===== src/rtl/fractional_strobe_gen_pkg.sv =====
// Shared constants and increment helper for the fractional strobe generator.
// Phase increments are computed as round(2^ACC_W * f_out / f_clk).
package fractional_strobe_gen_pkg;

    localparam int unsigned DEF_ACC_W = 46;
    localparam logic [63:0] CLK_HZ    = 64'd48_000_000;
    localparam logic [63:0] DEF_OUT_HZ = 64'd2;

    // 2 Hz out of a 48 MHz clock on a 46-bit accumulator
    localparam logic [63:0] DEF_INC   = 64'd2_932_031;

    // Rounded increment; 128-bit intermediate keeps 2^acc_w * f_out exact.
    function automatic logic [63:0] calc_inc(
        input int unsigned acc_w,
        input logic [63:0] f_out,
        input logic [63:0] f_clk
    );
        logic [127:0] num;
        num = (128'(1) << acc_w) * 128'(f_out) + 128'(f_clk >> 1);
        return 64'(num / 128'(f_clk));
    endfunction

endpackage


===== src/rtl/fractional_strobe_gen_strobe_channel.sv =====
// One strobe channel: phase accumulator, increment register and index counter.
// The strobe is the registered accumulator carry; the index advances while it is high.
module strobe_channel
    import fractional_strobe_gen_pkg::*;
#(
    parameter int unsigned       ACC_W   = DEF_ACC_W,
    parameter int unsigned       IDX_W   = 4,
    parameter logic [ACC_W-1:0]  DEF_INC = ACC_W'(1)
) (
    input  logic              clk,
    input  logic              reset,
    input  logic              i_run,
    input  logic              i_inc_wr,
    input  logic [ACC_W-1:0]  i_inc_data,
    input  logic              i_clr,
    input  logic [IDX_W-1:0]  i_idx_max,
    output logic              o_stb,
    output logic [IDX_W-1:0]  o_index,
    output logic              o_wrap
);

    logic [ACC_W-1:0] r_acc;
    logic [ACC_W-1:0] r_inc;
    logic [IDX_W-1:0] r_idx;
    logic             r_stb;
    logic             r_wrap;

    logic [ACC_W:0]   w_sum;
    logic             w_idx_term;

    assign w_sum      = {1'b0, r_acc} + {1'b0, r_inc};
    // All-ones also terminates so a lowered idx_max still rolls over naturally
    assign w_idx_term = (r_idx == i_idx_max) || (r_idx == {IDX_W{1'b1}});

    // Increment register; clear leaves it alone
    always_ff @(posedge clk or posedge reset) begin
        if (reset) begin
            r_inc <= DEF_INC;
        end else if (i_inc_wr) begin
            r_inc <= i_inc_data;
        end
    end

    // Phase accumulator and registered carry
    always_ff @(posedge clk or posedge reset) begin
        if (reset) begin
            r_acc <= '0;
            r_stb <= 1'b0;
        end else if (i_clr) begin
            r_acc <= '0;
            r_stb <= 1'b0;
        end else if (i_run) begin
            r_acc <= w_sum[ACC_W-1:0];
            r_stb <= w_sum[ACC_W];
        end else begin
            r_stb <= 1'b0;
        end
    end

    // Index counter, stepped on the strobe cycle
    always_ff @(posedge clk or posedge reset) begin
        if (reset) begin
            r_idx  <= '0;
            r_wrap <= 1'b0;
        end else if (i_clr) begin
            r_idx  <= '0;
            r_wrap <= 1'b0;
        end else if (r_stb) begin
            r_wrap <= w_idx_term;
            r_idx  <= w_idx_term ? '0 : r_idx + IDX_W'(1);
        end else begin
            r_wrap <= 1'b0;
        end
    end

    assign o_stb   = r_stb;
    assign o_index = r_idx;
    assign o_wrap  = r_wrap;

endmodule


===== src/rtl/fractional_strobe_gen.sv =====
// Multi-channel fractional strobe generator: N_CH independent phase-accumulator
// channels, each producing a one-cycle strobe, an index and a wrap pulse.
module fractional_strobe_gen #(
    parameter int unsigned ACC_W   = 46,
    parameter int unsigned N_CH    = 2,
    parameter int unsigned IDX_W   = 4,
    parameter logic [63:0] DEF_INC = fractional_strobe_gen_pkg::DEF_INC
) (
    input  logic                    clk,
    input  logic                    reset,
    input  logic [N_CH-1:0]         run,
    input  logic [N_CH-1:0]         inc_wr,
    input  logic [ACC_W-1:0]        inc_data,
    input  logic [N_CH-1:0]         clr,
    input  logic [N_CH*IDX_W-1:0]   idx_max,
    output logic [N_CH-1:0]         stb,
    output logic [N_CH*IDX_W-1:0]   index,
    output logic [N_CH-1:0]         wrap
);

    import fractional_strobe_gen_pkg::*;

    localparam logic [ACC_W-1:0] CH_DEF_INC = ACC_W'(DEF_INC);

    for (genvar c = 0; c < N_CH; c++) begin : g_ch
        strobe_channel #(
            .ACC_W   (ACC_W),
            .IDX_W   (IDX_W),
            .DEF_INC (CH_DEF_INC)
        ) u_ch (
            .clk        (clk),
            .reset      (reset),
            .i_run      (run[c]),
            .i_inc_wr   (inc_wr[c]),
            .i_inc_data (inc_data),
            .i_clr      (clr[c]),
            .i_idx_max  (idx_max[c*IDX_W +: IDX_W]),
            .o_stb      (stb[c]),
            .o_index    (index[c*IDX_W +: IDX_W]),
            .o_wrap     (wrap[c])
        );
    end

endmodule


===== config.mk =====
export PLATFORM = sky130hd
export DESIGN_NAME = fractional_strobe_gen
export DESIGN_NICKNAME = d
export VERILOG_FILES = /design/src/rtl/fractional_strobe_gen_pkg.sv /design/src/rtl/fractional_strobe_gen_strobe_channel.sv /design/src/rtl/fractional_strobe_gen.sv
export SDC_FILE = /design/constraint.sdc
export NUM_CORES = 1
export LEC_CHECK = 0
export ABC_AREA = 1
export CORE_AREA = 4 4 221 245
export DETAILED_ROUTE_END_ITERATION = 16
export DIE_AREA = 0 0 225 249
export MAX_ROUTING_LAYER = met4
export SKIP_CTS_REPAIR_TIMING = 1
export SYNTH_ARGS = -nofsm -noshare
export SYNTH_HDL_FRONTEND = slang
export SYNTH_SLANG_ARGS = --single-unit
export TNS_END_PERCENT = 100

===== constraint.sdc =====
create_clock -name clk -period 6.45 [get_ports clk]
set_input_delay 0.645 -clock clk [delete_from_list [all_inputs] [get_ports clk]]
set_output_delay 0.645 -clock clk [all_outputs]
set_load 0.1 [all_outputs]

==> key figures <==
Worst setup path
  • Cell chain of the critical path: clkdlybuf4s50_1
  • Crit Path Max Fanout: 6
  • Max stage delay on crit path: 1.18 ns
  • Critical Path AT: between 2 and 2.5 ns
  • Startpoint type of the worst setup path: register
  • CP Class: reg2out
  • Setup crit end kind: output pin
  • Family with the most delay on the worst path: buffers and inverters
  • Critical path's slowest cell: clkdlybuf4s50_1
  • WP data required: 5.80 ns
  • Worst path bufs/invs: 1

Clock tree
  • Cts bufs inserted: 17
  • Clk Latency, worst-skew pair: roughly 0.46 ns
  • Clock Path Buffers: 2
  • Root Driver: clkbuf_16
  • Htree depth: 4
  • Clk sinks: around 200
  • Clock slew at reported path FFs: around 0.08 ns
  • CTS tree: yes

Route
  • Vias per std cell: 4.511
  • Post-route DRC: 0
  • TritonRoute pass-1 iters: 6
  • First DRT Iteration DRCs: between 800 and 900
  • Routed Antenna Nets: 0
  • Via count: around 14000
  • Routed len/inst: 14.86 microns
  • WL final: around 45000 microns

STA
  • Final setup fails: 0
  • Min Tclk post-route: between 2 and 3 ns
  • Endpoints failing hold: 0
  • Max Clk Rate: about 0.36 GHz
  • Setup total negative slack: 0 ns
  • Slew at the pin closest to its max-slew limit: 1.141 ns
  • Final clock skew: 0.01715 ns
  • Crit share post-route: 0.4271
  • Final Slew Violations: 0
  • RSZ-0062 raised after global routing: no
  • Slew Limit Headroom: 0.2396

Layout
  • FF+latch area: 0.004942 sq mm
  • Final core occ: 0.3370
  • Filler cells: about 5600
  • Antenna Cells: 0
  • Fin nets: 2512
  • Non-Filler Instances: 3042
  • Share of post-route cells with drive strength above 1: 0.1225
  • Area Growth Syn to Fin: 13.75%
  • Area of the multi-input gates: 0.008732 sq mm

Logic synthesis
  • Yosys top cell area share: 0.2704
  • Avg Cell Area, Syn: approximately 6.7 sq um
  • EDFF count, synth: 0
  • Seq/Total Area, Yosys: 0.3217
  • Synth area leader: dfrtp_1
  • Synth unique cells: slightly above 40
  • Yosys reg bits: 196
  • Post-Synthesis Cells: 2288
  • Ys async rst share: 1.000
  • Leading cell types by total area after synthesis: dfrtp_1 27%, nand2_1 21%, inv_1 9.6%, ha_1 7.7%, mux2_2 6.6%
  • Net Count, Synth: roughly 2400
  • Top FF cell, synth: dfrtp_1
  • Netlist Area Pre-Place: 0.01536 sq mm
  • Yosys warns: 0

Placement
  • Gpl congestion: 0.9583
  • Post-Place Cells: 3010
  • Dpl hpwl: between 30000 and 40000 microns
  • Port bufs: 73

Floorplan
  • Core box area: 0.05186 sq mm
  • Die X: ~230 microns
  • Full die area: 0.05603 sq mm
  • Cell Rows: 88
  • Die H: roughly 250 microns
  • Io pins: 74
  • Initial core utilization: 0.2963

Worst hold path
  • Hold WC Path Type: reg2reg

Global routing
  • Initial antenna violation count: 0
  • Total GRT Usage: 0.1651
  • Grt ovf: 0
  • First-pass GRT wire length: 71660 microns
  • Vias in the first global route: roughly 13000
  • Largest net degree at the start of global routing: slightly below 90

Power and ir drop
  • LEAKAGE: 9.234 nW
  • Peak VDD IR: 0.0001583 V
  • Power Dens Cells: 381.6 mW/mm^2
  • Final Power: about 6.7 mW

Job
  • Maxcap violations: 0

Status
  • Status: completed
[stage by stage]
stage          hold WS, ns  setup slack [ns]  instance area, sq um
3_5_place_dp        0.4699             3.477                 16840
5_1_grt             0.5005             3.625                 17480
6_report            0.4859             3.696                 17480
3_3_place_gp        0.4669             3.530                 16840
2_1_floorplan       0.4530            0.5140                 15360
4_1_cts             0.4909             3.663                 17480
[layout by cell type (no fill, tap or decap), drive strengths merged]
| cell type | count |
|---|---|
| a21boi | 1 |
| a21oi | 83 |
| a22o | 2 |
| a32o | 1 |
| and2 | 5 |
| and3 | 1 |
| buf | 8 |
| clkbuf | 18 |
| clkdlybuf4s50 | 71 |
| clkinv | 10 |
| clkinvlp | 1 |
| dfrtp | 166 |
| dfstp | 30 |
| fa | 2 |
| ha | 94 |
| inv | 415 |
| mux2 | 90 |
| nand2 | 901 |
| nand3 | 131 |
| nand3b | 6 |
| nand4 | 16 |
| nor2 | 195 |
| nor3 | 12 |
| o211a | 1 |
| o211ai | 1 |
| o21a | 4 |
| o21ai | 68 |
| o21bai | 10 |
| o22ai | 2 |
| o31ai | 3 |
| or2 | 1 |
| xnor2 | 15 |
| xor2 | 3 |
[report_power, final]
part           internal (mW)  total [mW]  leakage (nW)  switching [mW]
combinational           1.25        3.79          6.54            2.54
sequential              1.55        1.75          2.39           0.200
clock                  0.551        1.13         0.302           0.578
[cell families after synthesis]
| group | after synthesis | synth area share |
|---|---|---|
| mux | 90 | 0.06597 |
| compound gates | 176 | 0.06271 |
| buf+inv | 444 | 0.1112 |
| simple gates | 1268 | 0.3490 |
| flops | 196 | 0.3217 |
| xor+xnor | 18 | 0.01026 |
| fa+ha+maj | 96 | 0.07916 |
[registers in the layout (all words and copies together) (netlist names)]
name,cells
g_ch.u_ch.o_index,8
g_ch.u_ch.o_stb,2
g_ch.u_ch.o_wrap,2
g_ch.u_ch.r_acc,92
g_ch.u_ch.r_inc,92
[path summary, 6_finish.rpt]
| kind | startpoint | end | slack [ns] | cells past startpoint |
|---|---|---|---|---|
| setup reg to reg | g_ch[1].u_ch.r_inc[0] | g_ch[1].u_ch.r_acc[36] | 3.89 | 14 |
| max in group asynchronous | reset | g_ch[1].u_ch.r_acc[20] | 4.42 | 3 |
| min in group asynchronous | reset | g_ch[1].u_ch.r_inc[7] | 0.69 | 2 |
| hold / removal | g_ch[1].u_ch.r_acc[14] | g_ch[1].u_ch.r_acc[14] | 0.49 | 2 |
| hold reg to reg | g_ch[1].u_ch.r_acc[14] | g_ch[1].u_ch.r_acc[14] | 0.49 | 2 |
| setup / recovery | g_ch[0].u_ch.o_index[0] | index[0] | 3.70 | 1 |
[cell usage after synthesis, drive strengths merged (3+ instances only)]
library cell and n:
nand3b 6, and2 5, o21ai 68, nand4 16, o21a 4, clkbuf 11
nand3 131, nand2 901, a21oi 83, ha 94, o31ai 3, o21bai 10
dfstp 30, dfrtp 166, inv 412, mux2 90, buf 21, xor2 3
xnor2 15, nor2 195, nor3 12
[cell type report]
type,count,area share
Timing Repair Buffer,79,0.04382
Clock buffer,18,0.02578
Inverter,412,0.08892
Sequential cell,196,0.2828
Clock inverter,14,0.01067
Multi-Input combinational cell,1648,0.4997
Tap cell,675,0.04833
[layer usage]
layer,routed length (microns),GRT usage,share of wire,vias to the layer above
met2,20950,0.2652,0.46,276
li1,-,-,-,7204
met1,21570,0.2209,0.48,6202
met5,0,-,0,-
met4,894,0.04377,0.020,0
met3,1796,0.02062,0.040,41
(Power assumes the default switching activity.)
